<file path="src/rtl/serial_adder_pkg.sv">
// serial_adder_pkg: shared FSM state type and default operand width for serial_adder_ctrl.
package serial_adder_pkg;

    localparam int DATA_WIDTH_DEF = 4;

    typedef enum logic [1:0] {
        IDLE = 2'd0,
        RUN  = 2'd1,
        DONE = 2'd2
    } state_t;

endpackage

</file>
<file path="src/rtl/serial_adder_ctrl_full_adder.sv">
// full_adder: single-bit combinational full adder, the only arithmetic on the serial datapath.
// Ports: a, b, ci -> s (sum bit), co (carry out).
module full_adder (
    input  logic a,
    input  logic b,
    input  logic ci,
    output logic s,
    output logic co
);

    assign s  = a ^ b ^ ci;
    assign co = (a & b) | (ci & (a ^ b));

endmodule

</file>
<file path="src/rtl/serial_adder_ctrl.sv">
// serial_adder_ctrl: bit-serial adder {out_co,out_s} = in_a + in_b + in_ci, LSB first, one bit per clock.
// Ports:
//   clk, rst                 clock, asynchronous active-high reset
//   in_a, in_b, in_ci        operands and carry-in, captured when in_vld & in_rd
//   in_vld / in_rd           request handshake (in_rd high only in IDLE)
//   out_s, out_co            result, held until the next completion
//   out_vld / out_rd         result handshake (out_vld high only in DONE)
//   busy                     high in RUN or DONE
//   out_ovf                  signed overflow flag, present only with SERIAL_ADDER_OVF_EN defined
module serial_adder_ctrl
    import serial_adder_pkg::*;
#(
    parameter int DATA_WIDTH = DATA_WIDTH_DEF
) (
    input  logic                  clk,
    input  logic                  rst,
    input  logic [DATA_WIDTH-1:0] in_a,
    input  logic [DATA_WIDTH-1:0] in_b,
    input  logic                  in_ci,
    input  logic                  in_vld,
    output logic                  in_rd,
    output logic [DATA_WIDTH-1:0] out_s,
    output logic                  out_co,
    output logic                  out_vld,
    input  logic                  out_rd,
    output logic                  busy
`ifdef SERIAL_ADDER_OVF_EN
    ,
    output logic                  out_ovf
`endif
);

    localparam int CW = $clog2(DATA_WIDTH);
    localparam logic [CW-1:0] LAST = CW'(DATA_WIDTH - 1);

    state_t                r_state;
    state_t                w_next;
    // Operand A shifts out of the LSB while sum bits shift into the MSB,
    // so after DATA_WIDTH steps this register holds the full sum.
    logic [DATA_WIDTH-1:0] r_as_sh;
    logic [DATA_WIDTH-1:0] r_b_sh;
    logic [DATA_WIDTH-1:0] r_s;
    logic [CW-1:0]         r_cnt;
    logic                  r_carry;
    logic                  r_co;
    logic                  w_s;
    logic                  w_co;
    logic                  w_last;

    full_adder u_fa (
        .a  (r_as_sh[0]),
        .b  (r_b_sh[0]),
        .ci (r_carry),
        .s  (w_s),
        .co (w_co)
    );

    assign w_last = (r_state == RUN) && (r_cnt == LAST);

    always_ff @(posedge clk or posedge rst) begin
        if (rst) r_state <= IDLE;
        else     r_state <= w_next;
    end

    always_comb begin
        w_next = r_state;
        if (r_state == IDLE && in_vld) w_next = RUN;
        else if (w_last)               w_next = DONE;
        else if (r_state == DONE && out_rd) w_next = IDLE;
    end

    always_ff @(posedge clk or posedge rst) begin
        if (rst) begin
            r_as_sh <= '0;
            r_b_sh  <= '0;
            r_carry <= 1'b0;
            r_cnt   <= '0;
            r_s     <= '0;
            r_co    <= 1'b0;
        end else if (r_state == IDLE && in_vld) begin
            r_as_sh <= in_a;
            r_b_sh  <= in_b;
            r_carry <= in_ci;
            r_cnt   <= '0;
        end else if (r_state == RUN) begin
            r_as_sh <= {w_s, r_as_sh[DATA_WIDTH-1:1]};
            r_b_sh  <= r_b_sh >> 1;
            r_carry <= w_co;
            r_cnt   <= w_last ? r_cnt : r_cnt + 1'b1;
            // Result registers update only on the final bit so they keep the
            // previous answer throughout a new RUN.
            if (w_last) begin
                r_s  <= {w_s, r_as_sh[DATA_WIDTH-1:1]};
                r_co <= w_co;
            end
        end
    end

`ifdef SERIAL_ADDER_OVF_EN
    logic r_ovf;

    // On the MSB step r_carry is the carry into the MSB and w_co the carry out.
    always_ff @(posedge clk or posedge rst) begin
        if (rst)         r_ovf <= 1'b0;
        else if (w_last) r_ovf <= r_carry ^ w_co;
    end

    assign out_ovf = r_ovf;
`endif

    assign in_rd   = (r_state == IDLE);
    assign busy    = (r_state != IDLE);
    assign out_vld = (r_state == DONE);
    assign out_s   = r_s;
    assign out_co  = r_co;

endmodule

</file>
<file path="config.mk">
export PLATFORM = sky130hd
export DESIGN_NAME = serial_adder_ctrl
export DESIGN_NICKNAME = d
export VERILOG_FILES = /design/src/rtl/serial_adder_pkg.sv /design/src/rtl/serial_adder_ctrl_full_adder.sv /design/src/rtl/serial_adder_ctrl.sv
export SDC_FILE = /design/constraint.sdc
export NUM_CORES = 1
export LEC_CHECK = 0
export ABC_AREA = 1
export CORE_MARGIN = 5
export CORE_UTILIZATION = 35
export CTS_CLUSTER_SIZE = 40
export DETAILED_ROUTE_END_ITERATION = 7
export GPL_TIMING_DRIVEN = 0
export PLACE_DENSITY = 0.71
export SYNTH_ARGS = -nofsm -noshare
export SYNTH_HDL_FRONTEND = slang
export SYNTH_SLANG_ARGS = --single-unit
export TNS_END_PERCENT = 30
</file>
<file path="constraint.sdc">
create_clock -name clk -period 1.1 [get_ports clk]
set_input_delay 0.165 -clock clk [delete_from_list [all_inputs] [get_ports clk]]
set_output_delay 0.165 -clock clk [all_outputs]
set_load 0.005 [all_outputs]
</file>
==> results.tsv <==
metric	value	unit
core	2410	um^2
wl_per_cell	12.1	um
ys_seq_elements	18	
status	finished with violations	
wl	2000	um
crit_end	busy	
ys_warn_count	0	
path_buf_inv	3	
grt_overflow	0	
critPathSlowestCell	dfrtp_1	
die_y	59.5	um
h-tree-depth	1	
post-place-cells	148	
crit_path_cell_trace	buf_6 -> nor2_4 -> inv_2 -> buf_6	
finalClockSkew	6.56	ps
wl_met1	835	um
cp-start-kind	flop	
cp-startpoint	r_state[0]$_DFFE_PP0P_	
cp.arrival	1050	ps
ios	21	
syn-cell-area	857	um^2
synth_fp_nets	113	
gp_congestion	0.734	
rsz0062_at_grt	true	
yosysUniqueCellTypes	18	
antenna_found_initial	0	
stdcell_area	1230	um^2
crit_required	940	ps
synth.avg_cell_area	8.75	um^2
antenna_left	0	
cts_sinks	18	
worst_pin_slew	666	ps
cts_max_path_buffers	2	
slew_viol_final	0	
worstRegToRegCells	3	
r2r-end	out_s[3]$_DFFE_PP0P_	
die_w	59.5	um
p_leak	0.000588	uW
p_per_area	935	nW/um^2
hold_viol	0	
routed-wl-met2	1010	um
crit_top_cell	buf_6	
vias_per_cell	4.67	
tritoncts	built	
dp_hpwl	1290	um
finalWorstSetupSlack	-115	ps
maxCapViolCount	0	
period_share	1.10	
initialDrtViolationCount	21	
cts_root_buf	clkbuf_4	
wl_met3	126	um
cp_max_fo	5	
peakVddDrop	0.745	mV
vias	770	
synthToLayoutAreaGrowth	43.1	%
worstReg2RegStart	r_carry$_DFFE_PP0P_	
worstSkewPairLatency	300	ps
critPathMaxStageDelay	390	ps
grt_pass1_wl	3460	um
postSynthCellCount	98	
path_delay_family	flip-flops	
violations	setup timing	
r2r_setup_slack	-90	ps
fin_crit	1220	ps
diodes	0	
post_dp_cell_area	1090	um^2
endpoint_kind	output port	
yosysSeqAreaShare	0.526	
worst-path-stages	4	
worst_hold_slack	251	ps
drc_errors	0	
gr-usage-all-layers	0.132	
nNetsFinal	151	
io_buffers	20	
die_area	3540	um^2
instances_no_fill	165	
grt_pass1_vias	785	
fmax	0.823	GHz
grt_max_degree	19	
relSlewSlack	0.556	
rows	18	
numCtsBuffers	3	
highest_layer	met4	
path_class	flop to output port	
first_pass_iters	4	
min_path_type	input port to async pin	
start_util	0.356	
clk_pin_slew_worst_paths	110	ps
dp_slack	-227	ps
setup_viol	18	
layout-drive-gt1-share	0.289	
-- through the flow --
step	util	TNS, ps	power (uW)
floorplan	-	-4.75	690
global placement	0.454	-2180	738
detailed placement	0.454	-2490	739
CTS	0.498	-1590	1150
global route	0.509	-1940	1180
finish	0.509	-867	1150
-- sequential cells by signal (all words and copies together) (netlist names) --
register,flops
r_state,2
r_as_sh,4
r_cnt,2
out_co,1
r_carry,1
out_s,4
r_b_sh,4
-- synth_stat cells --
cell	instances	share of area
o21a_1	1	0.0088
nand2_2	1	0.0073
o21ai_1	1	0.0058
nor2_1	1	0.0044
nand2_1	45	0.20
dfrtp_1	18	0.53
o21ai_2	1	0.010
inv_2	2	0.0088
nand4_1	2	0.015
ha_1	1	0.015
nor2_4	3	0.039
fa_1	1	0.023
buf_6	2	0.026
nand3_1	13	0.076
inv_4	1	0.0073
nand2_4	1	0.013
inv_1	3	0.013
clkinv_1	1	0.0044
-- layout make-up --
class	instances	area, um^2
plain buffers	2	22.5
clock buffers	4	36.3
fillers	230	1180
inverters	7	28.8
multi-input cells	73	390
flip-flops and latches	18	452
well taps	30	37.5
repair buffers	31	259
-- power breakdown --
group / total, uW / leakage, uW / switching, uW / internal [uW]
Combinational: 64.9 / 0.000380 / 26.3 / 38.6
Sequential: 664 / 0.000187 / 0.849 / 663
Clock: 418 / 0.0000210 / 216 / 202
Total: 1150 / 0.000588 / 243 / 904
-- how the worst min path moves through the flow --
stage / depth (start not counted) / start / slack [ps] / end
after floorplan: 1 / rst / 100 / out_co$_DFFE_PP0P_
after global placement: 2 / out_s[1]$_DFFE_PP0P_ / 450 / out_s[1]$_DFFE_PP0P_
after detailed placement: 2 / out_s[1]$_DFFE_PP0P_ / 460 / out_s[1]$_DFFE_PP0P_
after CTS: 2 / rst / 280 / out_s[2]$_DFFE_PP0P_
after global routing: 2 / rst / 340 / out_s[2]$_DFFE_PP0P_
final: 2 / rst / 250 / out_s[2]$_DFFE_PP0P_
-- metal layers --
layer,GRT usage,vias to the layer above
li1,-,386
met1,0.164,354
met2,0.220,25
met3,0.0327,5
met4,0.0485,0
met5,0,-
-- cell usage in the layout (no fill, tap or decap), types with 2 or more instances in the layout --
| master | count |
|---|---|
| buf_2 | 2 |
| buf_4 | 11 |
| buf_6 | 3 |
| clkbuf_2 | 3 |
| clkbuf_4 | 3 |
| clkdlybuf4s15_1 | 2 |
| clkdlybuf4s50_1 | 12 |
| dfrtp_1 | 17 |
| inv_1 | 3 |
| inv_2 | 3 |
| nand2_1 | 44 |
| nand2_2 | 2 |
| nand3_1 | 13 |
| nand4_1 | 2 |
| nor2_4 | 4 |
-- kinds of logic after synthesis --
kind of cell,Yosys count,share of synthesized area
simple gates,66,0.352
compound gates,3,0.0248
flops,18,0.526
buf+inv,9,0.0599
fa+ha+maj,2,0.0380
-- timing repair --
item	4_1_cts	5_1_grt
gates cloned	0	3
pin swaps	8	9
setup endpoints to repair	23	24
resized for setup	26	8
hold buffers	0	0
setup buffers	9	1
Power figures use the tool's default switching activity.
